==> src/rtl/seg7_pkg.sv <==
// Shared glyph table and decode helper for the seven-segment scan driver.
// Glyphs are stored active-high (bit0 = a ... bit6 = g); polarity is applied at the pins.
package seg7_pkg;

   localparam logic [6:0] SEG_OFF = 7'h00;

   // Entry n is the glyph for hex digit n; entry 0 sits in the least significant slot.
   localparam logic [15:0][6:0] SEG_GLYPHS = {
      7'h71, 7'h79, 7'h5E, 7'h39, 7'h7C, 7'h77, 7'h6F, 7'h7F,
      7'h07, 7'h7D, 7'h6D, 7'h66, 7'h4F, 7'h5B, 7'h06, 7'h3F
   };

   function automatic logic [6:0] hex_to_seg(input logic [3:0] nibble);
      return SEG_GLYPHS[nibble];
   endfunction

endpackage

==> src/rtl/seg7_decoder.sv <==
// Combinational nibble to active-high seven-segment glyph.
module seg7_decoder
   import seg7_pkg::*;
(
   input  logic [3:0] nibble,
   output logic [6:0] glyph
);

   assign glyph = hex_to_seg(nibble);

endmodule

==> src/rtl/seg7_scan_display.sv <==
// Multiplexed seven-segment scan driver with frame-boundary snapshots and per-slot blanking guard.
// Optional leading-zero suppression is compiled in when SEG7_LZ_BLANK_EN is defined.
module seg7_scan_display
   import seg7_pkg::*;
#(
   parameter int DIGITS     = 4,
   parameter int PAGES      = 4,
   parameter int CLK_DIV    = 40000,
   parameter int GUARD      = 16,
   parameter int ACTIVE_LOW = 1
) (
   input  logic                                      clk,
   input  logic                                      rst_n,
   input  logic                                      enable,
   input  logic [((PAGES > 1) ? $clog2(PAGES) : 1)-1:0] page_sel,
   input  logic [PAGES*DIGITS*4-1:0]                 data,
   input  logic [PAGES*DIGITS-1:0]                   dp_in,
   output logic [6:0]                                seg,
   output logic                                      dp,
   output logic [DIGITS-1:0]                         select,
   output logic                                      frame_start
);

   localparam int PSW = (PAGES > 1) ? $clog2(PAGES) : 1;
   localparam int CW  = $clog2(CLK_DIV);
   localparam int IW  = (DIGITS > 1) ? $clog2(DIGITS) : 1;

   localparam logic              POL      = (ACTIVE_LOW != 0);
   localparam logic [6:0]        SEG_IDLE = SEG_OFF ^ {7{POL}};
   localparam logic [DIGITS-1:0] SEL_IDLE = {DIGITS{POL}};

   logic [CW-1:0]          div_cnt_q, div_cnt_d;
   logic [IW-1:0]          idx_q, idx_d;
   logic [DIGITS*4-1:0]    frame_data_q, frame_data_d;
   logic [DIGITS-1:0]      frame_dp_q, frame_dp_d;
   logic                   frame_start_q, frame_start_d;
   logic [6:0]             seg_q, seg_d;
   logic                   dp_q, dp_d;
   logic [DIGITS-1:0]      select_q, select_d;

   logic                   tick;
   logic                   wrap;
   logic [PSW-1:0]         page_eff;
   logic [3:0]             cur_nibble;
   logic [6:0]             cur_glyph;
   logic [DIGITS-1:0]      onehot;
   logic [DIGITS-1:0]      lz_blank;

   seg7_decoder u_decoder (
      .nibble (cur_nibble),
      .glyph  (cur_glyph)
   );

`ifdef SEG7_LZ_BLANK_EN
   // A digit is blank when it and every higher digit are zero with no decimal point.
   logic zero_run;
   always_comb begin
      lz_blank = '0;
      zero_run = 1'b1;
      for (int i = DIGITS-1; i > 0; i--) begin
         zero_run    = zero_run && (frame_data_q[i*4 +: 4] == 4'h0) && !frame_dp_q[i];
         lz_blank[i] = zero_run;
      end
   end
`else
   assign lz_blank = '0;
`endif

   always_comb begin
      tick     = (div_cnt_q == CW'(CLK_DIV-1));
      wrap     = tick && (idx_q == IW'(DIGITS-1));
      page_eff = (int'(page_sel) < PAGES) ? page_sel : '0;

      div_cnt_d = tick ? '0 : div_cnt_q + 1'b1;
      idx_d     = idx_q;
      if (tick) begin
         idx_d = wrap ? '0 : idx_q + 1'b1;
      end

      frame_data_d  = frame_data_q;
      frame_dp_d    = frame_dp_q;
      frame_start_d = wrap;
      if (wrap) begin
         frame_data_d = data[int'(page_eff)*DIGITS*4 +: DIGITS*4];
         frame_dp_d   = dp_in[int'(page_eff)*DIGITS +: DIGITS];
      end

      cur_nibble = frame_data_q[int'(idx_q)*4 +: 4];
      onehot     = '0;
      onehot[idx_q] = 1'b1;

      select_d = SEL_IDLE;
      seg_d    = SEG_IDLE;
      dp_d     = POL;
      // Select stays on for a blanked leading zero so the digit's duty cycle is unchanged.
      if (enable && (div_cnt_q >= CW'(GUARD))) begin
         select_d = onehot ^ SEL_IDLE;
         if (!lz_blank[idx_q]) begin
            seg_d = cur_glyph ^ {7{POL}};
            dp_d  = frame_dp_q[idx_q] ^ POL;
         end
      end
   end

   always_ff @(posedge clk or negedge rst_n) begin
      if (!rst_n) begin
         div_cnt_q     <= '0;
         idx_q         <= '0;
         frame_data_q  <= '0;
         frame_dp_q    <= '0;
         frame_start_q <= 1'b0;
         seg_q         <= SEG_IDLE;
         dp_q          <= POL;
         select_q      <= SEL_IDLE;
      end else begin
         div_cnt_q     <= div_cnt_d;
         idx_q         <= idx_d;
         frame_data_q  <= frame_data_d;
         frame_dp_q    <= frame_dp_d;
         frame_start_q <= frame_start_d;
         seg_q         <= seg_d;
         dp_q          <= dp_d;
         select_q      <= select_d;
      end
   end

   assign seg         = seg_q;
   assign dp          = dp_q;
   assign select      = select_q;
   assign frame_start = frame_start_q;

endmodule

==> config.mk <==
export PLATFORM = sky130hd
export DESIGN_NAME = seg7_scan_display
export DESIGN_NICKNAME = d
export VERILOG_FILES = /design/src/rtl/seg7_pkg.sv /design/src/rtl/seg7_decoder.sv /design/src/rtl/seg7_scan_display.sv
export SDC_FILE = /design/constraint.sdc
export NUM_CORES = 1
export LEC_CHECK = 0
export ABC_AREA = 0
export ABC_CLOCK_PERIOD_IN_PS = 4050
export BUFFER_PORTS_ARGS = -buffer_cell sky130_fd_sc_hd__buf_2
export CAP_MARGIN = 0
export CORE_ASPECT_RATIO = 0.6
export CORE_MARGIN = 4
export CORE_UTILIZATION = 55
export CTS_CLUSTER_SIZE = 12
export DETAILED_ROUTE_END_ITERATION = 10
export PLACE_DENSITY = 0.93
export SETUP_SLACK_MARGIN = 0.02
export SYNTH_ARGS = -nofsm -noshare
export SYNTH_HDL_FRONTEND = slang
export SYNTH_SLANG_ARGS = --single-unit
==> constraint.sdc <==
create_clock -name clk -period 4.05 [get_ports clk]
set_clock_uncertainty 0.1 [all_clocks]
set_input_delay 0.405 -clock clk [delete_from_list [all_inputs] [get_ports clk]]
set_output_delay 0.405 -clock clk [all_outputs]
set_load 0.02 [all_outputs]
# After elaboration in Yosys (flattened, before gate mapping)
# Memories as Yosys holds them, arrays and structs flattened.
# Index checks and enable logic that the tools add are counted.
op_classes:
  addsub: 2
  n_lt_le_gt_ge: 4
  n_eq_ne: 2
  shift: 3
  mux: 14
  bitwise_logic: 3
  n_reduce_logical: 3
op_table:
  columns: ["cell", "count"]
  rows:
  - ["$shiftx 64x7->16", 1]
  - ["$shiftx 16x5->4", 2]
  - ["$mux 7", 3]
  - ["$add 16x1->16 const B", 1]
  - ["$eq 16x16->1 const B", 1]
  - ["$ge 16x5->1 const B", 1]
  - ["$mux 16", 1]
  - ["$not 7->7", 1]
  - ["$lt 4x5->1 const B", 1]
  - ["$mux 1", 5]
  - ["$bmux 1 s2", 2]
  - ["$mux 4", 1]
  - ["$not 4->4", 1]
  - ["$logic_and 1x1->1", 3]
  - ["$lt 2x3->1 const B", 1]
  - ["$add 2x1->2 const B", 1]
  - ["$demux 1 s2", 1]
  - ["$eq 2x2->1 const B", 1]
  - ["$ge 2x1->1 const B", 1]
  - ["$mux 2", 1]
  - ["$not 1->1", 1]
totals:
  register_bits: 51
  rom_bits: 112
  in_bits: 85
  output_inout_bits: 13
  elab_cells: 40
  mem_count: 1
memory_table:
  columns: ["memory", "depth", "width", "rd", "rd_ports_with_merged_regs", "wr", "line_no", "text"]
  rows:
  - ["(name not given)", 16, 7, 1, 0, 0, "seg7_pkg.sv:14", "return SEG_GLYPHS[nibble];"]

# Depth between registers and ports, before layout
logic_depth:
  depth_word: 6
  mapped_depth: 8
  ltp_nobuf: 7

# By module
# Synthesis repeated with hierarchy kept, for this count alone.
hier_totals:
  cells_unflattened: 223
  area_unflattened_um2: 3027.9
by_module_without_submodules:
  columns: ["module", "instances", "cells_each", "area_each_um2", "seq_area_each_um2"]
  rows:
  - ["seg7_scan_display", 1, 190, 2740.1, 1291.2]
  - ["seg7_decoder", 1, 33, 287.8, 0.0]

# Least setup slack after synthesis
# No wires, ideal clock.
synth_timing:
  kind: "register -> register"
  from: "reg idx_q[0]"
  to: "reg seg_q[5], in the netlist seg[5]"
  setup_time_ns: 0.091
  arrival_time_ns: 1.746
  required_ns: 3.859
  path_slack_ns: 2.113
  path_stages_with_launch: 7
  n_path_buf: 1
  period_less_slack_ns: 1.937
  cell_sequence: "dfrtp_1 > buf_6 > mux4_2 > ha_1 > mux2_1 > nand2_1 > o311ai_1"
synth_via:
  elab_chain_len: 6
  elab_cells_between_ends: 8
  classes_between: "shift (1); mux (5); bitwise (1); memory (1)"
synth_lines:
  columns: ["element", "line_no", "text"]
  rows:
  - ["start: declaration", "seg7_scan_display.sv:33", "logic [IW-1:0] idx_q, idx_d;"]
  - ["start signal: assignment", "seg7_scan_display.sv:117", "idx_q <= idx_d;"]
  - ["$shiftx 16x5->4", "seg7_scan_display.sv:88", "cur_nibble = frame_data_q[int'(idx_q)*4 +: 4];"]
  - ["$mem_v2 16x7", null, null]
  - ["$mux 7 (not written as such)", "seg7_pkg.sv:14", null]
  - ["$not 7->7 (no line)", null, null]
  - ["$mux 7 *", "seg7_scan_display.sv:98", "if (!lz_blank[idx_q]) begin"]
  - ["$mux 7 *", "seg7_scan_display.sv:96", "if (enable && (div_cnt_q >= CW'(GUARD))) begin"]
  - ["named net seg_d[5]", "seg7_scan_display.sv:37", "logic [6:0] seg_q, seg_d;"]
  - ["end signal: assignment", "seg7_scan_display.sv:121", "seg_q <= seg_d;"]
  - ["end: declaration", "seg7_scan_display.sv:37", null]
# The timed path passes the listed nets; every way through them passes the cells marked *. The select of a mux whose other input is x is not followed.
# A chain may end at the register's enable or synchronous reset.

# Worst setup path after layout
layout_timing:
  from: "reg div_cnt_q[14]"
  to: "reg frame_data_q[2]"
layout_via:
  elab_chain_len: 2
layout_lines:
  columns: ["element", "line_no", "text"]
  rows:
  - ["start: declaration", "seg7_scan_display.sv:32", "logic [CW-1:0] div_cnt_q, div_cnt_d;"]
  - ["start signal: assignment", "seg7_scan_display.sv:116", "div_cnt_q <= div_cnt_d;"]
  - ["$eq 16x16->1", "seg7_scan_display.sv:70", "tick = (div_cnt_q == CW'(CLK_DIV-1));"]
  - ["$logic_and 1x1->1", "seg7_scan_display.sv:71", "wrap = tick && (idx_q == IW'(DIGITS-1));"]
  - ["end signal: assignment", "seg7_scan_display.sv:118", "frame_data_q <= frame_data_d;"]
  - ["end: declaration", "seg7_scan_display.sv:34", "logic [DIGITS*4-1:0] frame_data_q, frame_data_d;"]
# Every way passes these cells.

==> flow_summary.toml <==
[run_status]
outcome = "complete, no violations"

[synthesis]
sequential_area_share_after_synthesis_pct = 41.4
synth_area_leaders = "dfrtp_1 31%, mux4_2 19%, mux2_4 11%"
syn_inst = 225
yosys_warnings = 0
synthesis.nets = 322
synth_async_sr_flop_share_pct = 100
synth_top_cell_by_area = "dfrtp_1"
post_synth_top_area_share_pct = 31.3
synth_seq_cells = 51
post_synth_cell_types = 40
syn_avg_cell_area_sq_um = 13.9
adder_cell_share_of_the_synthesized_area_pct = 4.82
post_synth_instance_area_sq_mm = 0.00312
synthMuxAreaShare_pct = 31.7
dominant_combinational_cell_family_by_area_after_synthesis = "multiplexers"
post_synth_xor_xnor_area_pct = 4.78
synth_flop_cell = "dfrtp_1"
compound_cell_area_share_of_the_yosys_netlist_pct = 2.45
synth-simple-area-share_pct = 11.2
synth-edff-count = 0

[setup_path]
reg_to_reg_start = "div_cnt_q[14]$_DFF_PN0_"
critical_path.startpoint_type = "flop"
startpoint = "div_cnt_q[14]$_DFF_PN0_"
ff2ff_setup_slack_ns = 1.66
critical_path.max_fanout = 20
timing.critical_path.cells = "nor4_2, nor4b_4, nand3_2, mux2_4"
terminus_of_the_critical_flop_to_flop_path = "frame_data_q[2]$_DFFE_PN0P_"
arrival_ns = 2.48
critical-path-slowest-cell = "nand3_2"
timing.setup.critical_path_class = "reg2reg"
timing.critical_path.required_ns = 4.15
total_buffers_and_inverters_traversed_by_the_critical_path = 0
critical_path_cell_count = 4
crit_path_max_incr_delay_ns = 0.60
timing.critical_path.max_delay_family = "simple AND/OR/NAND/NOR gates"
worst_setup_path_end_kind = "flop"
reg2reg_depth = 4
end_point_of_the_critical_path = "frame_data_q[2]$_DFFE_PN0P_"

[floorplanning]
core_area_sq_mm = 0.00528
die-width_um = 105
die_area_sq_mm = 0.00698
die_h_um = 66.3
initial_util_pct = 59.1
std_cell_rows = 20
boundaryPins = 98

[clock_network]
tritoncts = "built"
clock_tree.buffer_depth = 2
clkSlewWorstSetupHoldPaths_ns = 0.09
cts.sinks = 51
clockRootBuffer = "clkbuf_8"
worst_skew_pair.late_latency_ns = 0.31
cts.htree.levels = 2
post_cts_buffers = 0
cts-resized-gates = 0
tritoncts.num_buffers = 5
hold_buffers = 0

[place]
gp_congestion = 0.892
detailed_place_hpwl_um = 5310
post_dp_area_sq_mm = 0.00362
dpl.cell_count = 388
placement.io_buffers = 97

[global_routing]
number_of_global_route_vias_before_repair = 2331
busiest_layer = "met2"
grt_first_pass_wirelength_um = 11200
maximum_number_of_pins_on_one_net_before_global_route_repair = 52
initial_antenna_violation_count = 0
grtUsageMet3_pct = 5.27
grt_overflow_total = 0
gr-usage-all-layers_pct = 20.6
use_met2_pct = 32.6
grt_util_met1_pct = 28.1

[detailed_routing]
via_count = 2250
drt.antenna.violating_nets = 0
wirelength_um = 6800
drc = 0
initialDrtViolationCount = 145
drt-pass1-iter-count = 6
drt-wirelength-per-cell_um = 17.2
vias_per_cell = 5.68

[cells_and_area]
post_layout_cell_count = 396
mostFrequentLayoutCell = "buf_2"
antenna_cells = 0
post-route-cell-area_sq_mm = 0.00373
flow.area_growth_from_synthesis_pct = 19.6
finalNetCount = 415
final_layout_size_suffix_gt1_share_pct = 53.3
fillerInstances = 348
commonest_cells_after_routing_fill_and_taps_aside = "97 x buf_2, 39 x dfrtp_1, 26 x mux4_2"
postLayoutCoreUtil_pct = 70.6

[timing]
final.period_utilization_pct = 58.9
timing_max_transition_violations_final = 0
max_freq_mhz = 419
timing.max_slew.rel_slack_pct = 27.6
final.min_clock_period_ns = 2.39
timing.final.hold_violations = 0
report.final.setup_viol = 0
rsz0062_at_grt = "false"
tightest_slew_ns = 1.09
tns_ns = 0

[run]
maxCapViolations = 0

[min_path]
min-delay-path-class = "in2async"

[power_and_ir_drop]
leakagePower_nw = 1.75
power_density_mw_per_mm2 = 305
ir_worst_vdd_uv = 158
post-layout-total-power_w = 0.00114
stage by stage:
| stage | setup slack (ns) | hold WS [ns] |
|---|---|---|
| after floorplan | 2.11 | 0.00941 |
| after global placement | 1.79 | 0.394 |
| after detailed placement | 1.62 | 0.398 |
| after CTS | 1.65 | 0.240 |
| after global routing | 1.55 | 0.281 |
| final | 1.66 | 0.198 |
Yosys cell counts, types with 2 or more instances:
cell type	number
inv_1	7
ha_1	12
o31ai_1	2
nand2_1	18
xnor2_1	8
mux4_2	26
mux2_1	3
clkbuf_1	2
nor3_1	3
buf_2	5
nand4_1	2
dfstp_2	12
o311ai_1	2
nor2_1	12
mux2_4	22
buf_6	4
nor3b_1	2
mux2i_1	4
nand3_1	9
dfrtp_1	39
nor4_1	4
xor2_1	9
cell type report:
cell class                 instances  area, sq um  area share (%)
sequential                        51         1290            34.6
clock inverter                     1         30.0           0.805
inverter                           9         33.8           0.906
timing repair buffer              97          485            13.0
clock buffer                       7         76.3            2.05
multi-input combinational        154         1720            46.0
tap                               77         96.3            2.58
registers in the layout, indices dropped and copies added (netlist names):
register / cells
frame_data_q: 16
select: 4
div_cnt_q: 16
frame_dp_q: 4
frame_start: 1
seg: 7
idx_q: 2
dp: 1
power by group:
group          internal (W)  leakage [nW]  switching [W]
sequential         0.000546         0.611      0.0000196
clock              0.000185        0.0524       0.000164
combinational      0.000127          1.09      0.0000963
total              0.000858          1.75       0.000280
worst reg2reg max path, stage by stage, from the launching register on:
cell,delay [ns]
dfrtp_1,0.42
nor4_2,0.34
nor4b_4,0.29
nand3_2,0.60
mux2_4,0.53
worst min path at each step:
stage / startpoint / to / slack, ns / cells after the start
3_5_place_dp: frame_data_q[4]$_DFFE_PN0P_ / frame_data_q[4]$_DFFE_PN0P_ / 0.40 / 1
6_report: rst_n / frame_dp_q[0]$_DFFE_PN0P_ / 0.20 / 1
4_1_cts: rst_n / div_cnt_q[15]$_DFF_PN0_ / 0.24 / 1
5_1_grt: rst_n / div_cnt_q[7]$_DFF_PN0_ / 0.28 / 1
2_1_floorplan: rst_n / div_cnt_q[0]$_DFF_PN0_ / 0.009 / 0
3_3_place_gp: frame_dp_q[3]$_DFFE_PN0P_ / frame_dp_q[3]$_DFFE_PN0P_ / 0.39 / 1
cells by family after synthesis:
family                     Yosys count
AOI/OAI and AO/OA                    9
xor gates and xnor gates            17
adders and majority gates           12
buffers and inverters               20
DFF                                 51
muxes                               55
and+or+nand+nor                     61
per-layer routing:
layer,up-vias,routed length (um)
met2,121,3170
li1,1019,-
met1,1095,2980
met3,15,530
met4,0,127
met5,-,0
Power figures use the tool's default switching activity.
